### src/rtl/bus_pkg.sv
// Shared definitions for the serial address/valid system bus: FSM state encodings,
// default address width and the number of populated slaves.
package bus_pkg;

  typedef enum logic [2:0] {
    ST_IDLE = 3'd0,
    ST_ADDR = 3'd1,
    ST_ACKW = 3'd2,
    ST_DATA = 3'd3,
    ST_GAP  = 3'd4
  } state_e;

  localparam int DEVICE_ADDR_WIDTH_DEF = 4;
  localparam int NUM_SLAVES            = 3;

  // Bit counter must hold the longest in-state count without wrapping.
  function automatic int cnt_width(input int a, input int b);
    int m;
    m = (a > b) ? a : b;
    return $clog2(m + 1);
  endfunction

endpackage

### src/rtl/piso_shift.sv
// Parallel-load, LSB-first shift-out register. o_bit is the next bit to emit; asserting
// i_shift together with i_load emits din[0] in the load cycle and keeps the rest.
module piso_shift #(
  parameter int WIDTH = 4
) (
  input  logic             clk,
  input  logic             rstn,
  input  logic             i_load,
  input  logic             i_shift,
  input  logic [WIDTH-1:0] i_din,
  output logic             o_bit
);

  logic [WIDTH-1:0] r_data;
  logic [WIDTH-1:0] w_src;

  // Select between freshly loaded data and the held remainder.
  always_comb begin
    w_src = r_data;
    if (i_load) begin
      w_src = i_din;
    end else begin
      w_src = r_data;
    end
  end

  assign o_bit = w_src[0];

  // Shift register state.
  always_ff @(posedge clk or negedge rstn) begin
    if (!rstn) begin
      r_data <= {WIDTH{1'b0}};
    end else if (i_shift) begin
      r_data <= w_src >> 1;
    end else if (i_load) begin
      r_data <= w_src;
    end else begin
      r_data <= r_data;
    end
  end

endmodule

### src/rtl/master_req_tx.sv
// Master-side bus initiator: sends the device address LSB-first, samples the decoder's
// one-cycle ack window, then sends the payload LSB-first or aborts with an error pulse.
module master_req_tx
  import bus_pkg::*;
#(
  parameter int DEVICE_ADDR_WIDTH = DEVICE_ADDR_WIDTH_DEF,
  parameter int PAYLOAD_WIDTH     = 16
) (
  input  logic                         clk,
  input  logic                         rstn,
  input  logic                         req_valid,
  output logic                         req_ready,
  input  logic [DEVICE_ADDR_WIDTH-1:0] req_dev,
  input  logic [PAYLOAD_WIDTH-1:0]     req_payload,
  output logic                         mwdata,
  output logic                         mvalid,
  input  logic                         ack,
  output logic                         busy,
  output logic                         done,
  output logic                         err
);

  localparam int CNT_W = cnt_width(DEVICE_ADDR_WIDTH, PAYLOAD_WIDTH);
  localparam logic [CNT_W-1:0] CNT_ZERO  = {CNT_W{1'b0}};
  localparam logic [CNT_W-1:0] CNT_ONE   = CNT_W'(1);
  localparam logic [CNT_W-1:0] ADDR_LAST = CNT_W'(DEVICE_ADDR_WIDTH - 1);
  localparam logic [CNT_W-1:0] DATA_LAST = CNT_W'(PAYLOAD_WIDTH - 1);

  state_e           r_state;
  logic [CNT_W-1:0] r_cnt;
  logic             r_mvalid;
  logic             r_mwdata;
  logic             r_done;
  logic             r_err;

  logic w_accept;
  logic w_addr_shift;
  logic w_pay_shift;
  logic w_addr_bit;
  logic w_pay_bit;

  assign req_ready    = (r_state == ST_IDLE);
  assign busy         = (r_state != ST_IDLE);
  assign w_accept     = req_valid & req_ready;
  assign w_addr_shift = w_accept | (r_state == ST_ADDR);
  assign w_pay_shift  = ((r_state == ST_ACKW) & ack) | (r_state == ST_DATA);

  assign mwdata = r_mwdata;
  assign mvalid = r_mvalid;
  assign done   = r_done;
  assign err    = r_err;

  piso_shift #(.WIDTH(DEVICE_ADDR_WIDTH)) u_addr_sr (
    .clk     (clk),
    .rstn    (rstn),
    .i_load  (w_accept),
    .i_shift (w_addr_shift),
    .i_din   (req_dev),
    .o_bit   (w_addr_bit)
  );

  piso_shift #(.WIDTH(PAYLOAD_WIDTH)) u_pay_sr (
    .clk     (clk),
    .rstn    (rstn),
    .i_load  (w_accept),
    .i_shift (w_pay_shift),
    .i_din   (req_payload),
    .o_bit   (w_pay_bit)
  );

  // Transaction FSM with registered bus and status outputs.
  always_ff @(posedge clk or negedge rstn) begin
    if (!rstn) begin
      r_state  <= ST_IDLE;
      r_cnt    <= CNT_ZERO;
      r_mvalid <= 1'b0;
      r_mwdata <= 1'b0;
      r_done   <= 1'b0;
      r_err    <= 1'b0;
    end else begin
      r_done <= 1'b0;
      r_err  <= 1'b0;
      case (r_state)
        ST_IDLE: begin
          r_cnt <= CNT_ZERO;
          if (w_accept) begin
            r_state  <= ST_ADDR;
            r_mvalid <= 1'b1;
            r_mwdata <= w_addr_bit;
          end else begin
            r_mvalid <= 1'b0;
            r_mwdata <= 1'b0;
          end
        end
        ST_ADDR: begin
          if (r_cnt == ADDR_LAST) begin
            r_state  <= ST_ACKW;
            r_cnt    <= CNT_ZERO;
            r_mwdata <= 1'b0;
          end else begin
            r_cnt    <= r_cnt + CNT_ONE;
            r_mwdata <= w_addr_bit;
          end
        end
        // The decoder's verdict is only meaningful in this single cycle.
        ST_ACKW: begin
          r_cnt <= CNT_ZERO;
          if (ack) begin
            r_state  <= ST_DATA;
            r_mwdata <= w_pay_bit;
          end else begin
            r_state  <= ST_GAP;
            r_mvalid <= 1'b0;
            r_mwdata <= 1'b0;
            r_err    <= 1'b1;
          end
        end
        ST_DATA: begin
          if (r_cnt == DATA_LAST) begin
            r_state  <= ST_GAP;
            r_cnt    <= CNT_ZERO;
            r_mvalid <= 1'b0;
            r_mwdata <= 1'b0;
            r_done   <= 1'b1;
          end else begin
            r_cnt    <= r_cnt + CNT_ONE;
            r_mwdata <= w_pay_bit;
          end
        end
        ST_GAP: begin
          r_state  <= ST_IDLE;
          r_cnt    <= CNT_ZERO;
          r_mvalid <= 1'b0;
          r_mwdata <= 1'b0;
        end
        default: begin
          r_state  <= ST_IDLE;
          r_cnt    <= CNT_ZERO;
          r_mvalid <= 1'b0;
          r_mwdata <= 1'b0;
        end
      endcase
    end
  end

endmodule

### config.mk
export PLATFORM = sky130hd
export DESIGN_NAME = master_req_tx
export DESIGN_NICKNAME = d
export VERILOG_FILES = /design/src/rtl/bus_pkg.sv /design/src/rtl/piso_shift.sv /design/src/rtl/master_req_tx.sv
export SDC_FILE = /design/constraint.sdc
export NUM_CORES = 1
export LEC_CHECK = 0
export CAP_MARGIN = 20
export CORE_ASPECT_RATIO = 0.75
export CORE_MARGIN = 2
export CORE_UTILIZATION = 52
export CTS_CLUSTER_DIAMETER = 30
export CTS_CLUSTER_SIZE = 30
export DETAILED_ROUTE_END_ITERATION = 10
export GPL_TIMING_DRIVEN = 0
export PLACE_DENSITY_LB_ADDON = 0.25
export SETUP_SLACK_MARGIN = 0.1
export SLEW_MARGIN = 20
export SYNTH_ARGS = -nofsm -noshare
export SYNTH_HDL_FRONTEND = slang
export SYNTH_SLANG_ARGS = --single-unit
### constraint.sdc
create_clock -name clk -period 2.1 [get_ports clk]
set_clock_uncertainty 0.2 [all_clocks]
set_input_delay 0.42 -clock clk [delete_from_list [all_inputs] [get_ports clk]]
set_output_delay 0.42 -clock clk [all_outputs]
set_load 0.005 [all_outputs]
==> flow_metrics.py <==
metrics = {
    "status": {
        "outcome": "finished with violations",
        "violations": "negative hold slack",
    },
    "critical_path": {
        "rr_startpoint": "r_cnt[0]",
        "critPathLaunchType": "primary input",
        "path_cells": "clkdlybuf4s50_1 -> nor2_1 -> nor2_4 -> buf_8 -> buf_8 -> mux2i_1 -> mux2i_1",
        "rr_endpoint": "mvalid",
        "crit_family": "buffers and inverters",
        "worstPathRequired_ns": 2.07,
        "worstRegToRegCells": 7,
        "cpPeakStageDelay_ns": 0.54,
        "crit_path_end_kind": "flip-flop",
        "worstPathArrival_ns": 1.88,
        "cp.depth": 7,
        "critPathMaxFanout": 10,
        "crit_type": "in2reg",
        "crit_buf_inv": 3,
        "reg2reg_setup_slack_ns": 0.20,
        "cp_slowest_cell": "clkdlybuf4s50_1",
    },
    "die": {
        "row_count": 18,
        "floorplan.initialDensity_pct": 53.6,
        "die_w_um": 70.8,
        "core_area_um2": 3240,
        "die_area_um2": 3830,
        "io_pins": 30,
        "die_y_um": 54.1,
    },
    "clocking": {
        "cts_made_buffers": 5,
        "cts_tree": "done",
        "cts.hold.buffers_added": 0,
        "clk_pin_slew_worst_paths_ns": 0.07,
        "root_buffer": "clkbuf_8",
        "htreeDepth": 2,
        "cts.sinks": 32,
        "clk_latency_ns": 0.29,
        "clockBufferDepth": 2,
    },
    "power": {
        "ir_worst_vdd_mv": 0.843,
        "p_sw_w": 0.000958,
        "combPwrFrac_pct": 44.8,
        "power.leakage_nw": 0.956,
        "seq_power_share_pct": 35.0,
        "swShare_pct": 33.4,
        "intPower_w": 0.00191,
        "powerDensity_nw_per_um2": 1260,
        "clockPowerShare_pct": 20.2,
    },
    "finish": {
        "drive_above_1_share_pct": 19.8,
        "area_growth_pct": 31.6,
        "n_antenna_cell": 0,
        "fill_cells": 251,
        "layout_common_cells": "mux2i_1, dfrtp_1, clkdlybuf4s50_1, nor2_1, buf_4",
        "nNetsFinal": 218,
        "mostFrequentLayoutCell": "mux2i_1",
    },
    "grt": {
        "grt_pass1_vias": 1193,
        "grt_first_pass_wirelength_um": 5800,
        "grt_max_degree": 33,
        "grt_usage_pct": 20.6,
        "gr-total-overflow": 0,
        "antenna_found_initial": 0,
    },
    "sta": {
        "finalHoldViolations": 32,
        "fin_crit_sh_pct": 90.8,
        "setup_violations": 0,
        "tightest_slew_ns": 0.702,
        "finalSetupTns_ns": 0,
        "holdWs_ns": -0.0252,
        "rsz0062_at_grt": "no",
        "max_slew_margin_pct": 53.2,
        "maxSlewViolCount": 0,
        "max_freq_ghz": 0.524,
        "fin_crit_ns": 1.91,
    },
    "yosys": {
        "yosys.area.top_type": "dfrtp_1",
        "synthTopCellsByArea": "dfrtp_1, mux2i_1, buf_6",
        "synth_area_um2": 1740,
        "synth_top_family_by_area": "multiplexers",
        "syn_area_per_cell_um2": 12.0,
        "yosysWarningCount": 0,
        "yosys.area_share.adder_pct": 2.16,
        "ys_types": 30,
        "synth_top_flop_cell": "dfrtp_1",
        "synth_compound_area_share_pct": 3.89,
        "yosysSeqAreaShare_pct": 46.1,
        "synth_nets": 172,
        "ys_seq_elements": 32,
        "synth-simple-area-share_pct": 12.7,
        "syn_inst": 145,
        "synthXorXnorAreaFrac_pct": 1.01,
        "synth.top_cell.area_share_pct": 46.1,
        "synth_edf_count": 0,
        "synthArstFlopShare_pct": 100,
        "synthMuxAreaShare_pct": 29.0,
    },
    "placed_design": {
        "gp_congestion": 0.784,
        "io_buffers": 29,
        "dp_hpwl_um": 2460,
    },
    "routing": {
        "finalWirelength_um": 3590,
        "wl_met2_um": 1660,
        "drc": 0,
        "drt_pre_antenna_iters": 4,
        "highest_layer": "met4",
        "wl_per_cell_um": 15.5,
        "m1WireLength_um": 1730,
        "viasPerCell": 5.41,
        "vias": 1256,
        "drt_iter0_drc": 94,
        "routed-wl-met3_um": 125,
        "ant_nets": 0,
    },
    "job": {
        "cap_violations": 0,
    },
    "hold_path": {
        "hold_path_class": "in2async",
    },
}
how the worst max path moves through the flow:
stage / start / endpoint / slack (ns)
after floorplan: r_cnt[0] / mvalid / 0.40
after global placement: rstn / u_pay_sr.r_data[1] / -0.18
after detailed placement: ack / u_pay_sr.r_data[14] / -0.15
after CTS: r_state[0] / u_pay_sr.r_data[12] / 0.09
after global routing: r_cnt[0] / mvalid / 0.08
final: ack / u_pay_sr.r_data[14] / 0.19
cells in the mapped netlist, types with 2 or more instances:
cell,number
a21oi_1,3
buf_6,5
dfrtp_1,32
ha_1,3
inv_1,4
mux2_2,3
mux2i_1,47
nand2_1,4
nand2b_4,2
nand3_1,3
nand3b_1,3
nor2_1,12
nor3_1,2
nor3b_1,2
nor4b_1,2
o21ai_1,4
per-stage QoR:
step	cell area [µm²]	util [%]	total power (W)	instances	worst slack [ns]
2_1_floorplan	1740	-	0.00184	145	0.402
3_3_place_gp	2080	64.1	0.00210	214	-0.182
3_5_place_dp	2070	63.9	0.00217	214	-0.152
4_1_cts	2210	68.2	0.00279	224	0.0878
5_1_grt	2290	70.5	0.00306	232	0.0846
6_report	2290	70.5	0.00287	232	0.193
registers in the layout (all words and copies together) (netlist names):
signal	flops
mwdata	1
r_state	3
u_pay_sr.r_data	16
mvalid	1
err	1
u_addr_sr.r_data	4
done	1
r_cnt	5
final cells by class:
cell class	instances	area [µm²]	area share, %
multi-input cells	101	862	37.7
flip-flops and latches	32	802	35.1
clock inverters	2	35.0	1.53
well taps	40	50.0	2.19
plain buffers	8	91.3	3.99
clock buffers	6	72.6	3.17
repair buffers	39	359	15.7
inverters	4	15.0	0.656
metal layers:
layer / vias up / GRT usage [%]
li1: 609 / -
met1: 617 / 28.5
met2: 22 / 30.1
met3: 8 / 5.43
met4: 0 / 11.0
met5: - / 0
power groups by stage:
stage | combinational [W] | sequential, W | clock (W)
after CTS | 0.00120 | 0.00100 | 0.000588
after floorplan | 0.000862 | 0.000978 | 0
after global placement | 0.00109 | 0.00101 | 0
after global routing | 0.00141 | 0.00104 | 0.000614
after detailed placement | 0.00115 | 0.00102 | 0
final | 0.00129 | 0.00101 | 0.000579
repair_timing:
item | in CTS | in global routing
cloned | 0 | 0
setup buffers | 2 | 8
pin swaps | 0 | 2
gates resized for setup | 7 | 6
setup endpoints to repair | 2 | 22
logic make-up after synthesis:
group / count (synthesis)
multiplexers: 50
AND/OR/NAND/NOR: 35
flip-flops: 32
buffers and inverters: 12
AO/OA/AOI/OAI: 11
adder cells (fa/ha/maj): 3
XOR/XNOR: 2
(Power assumes the default switching activity.)
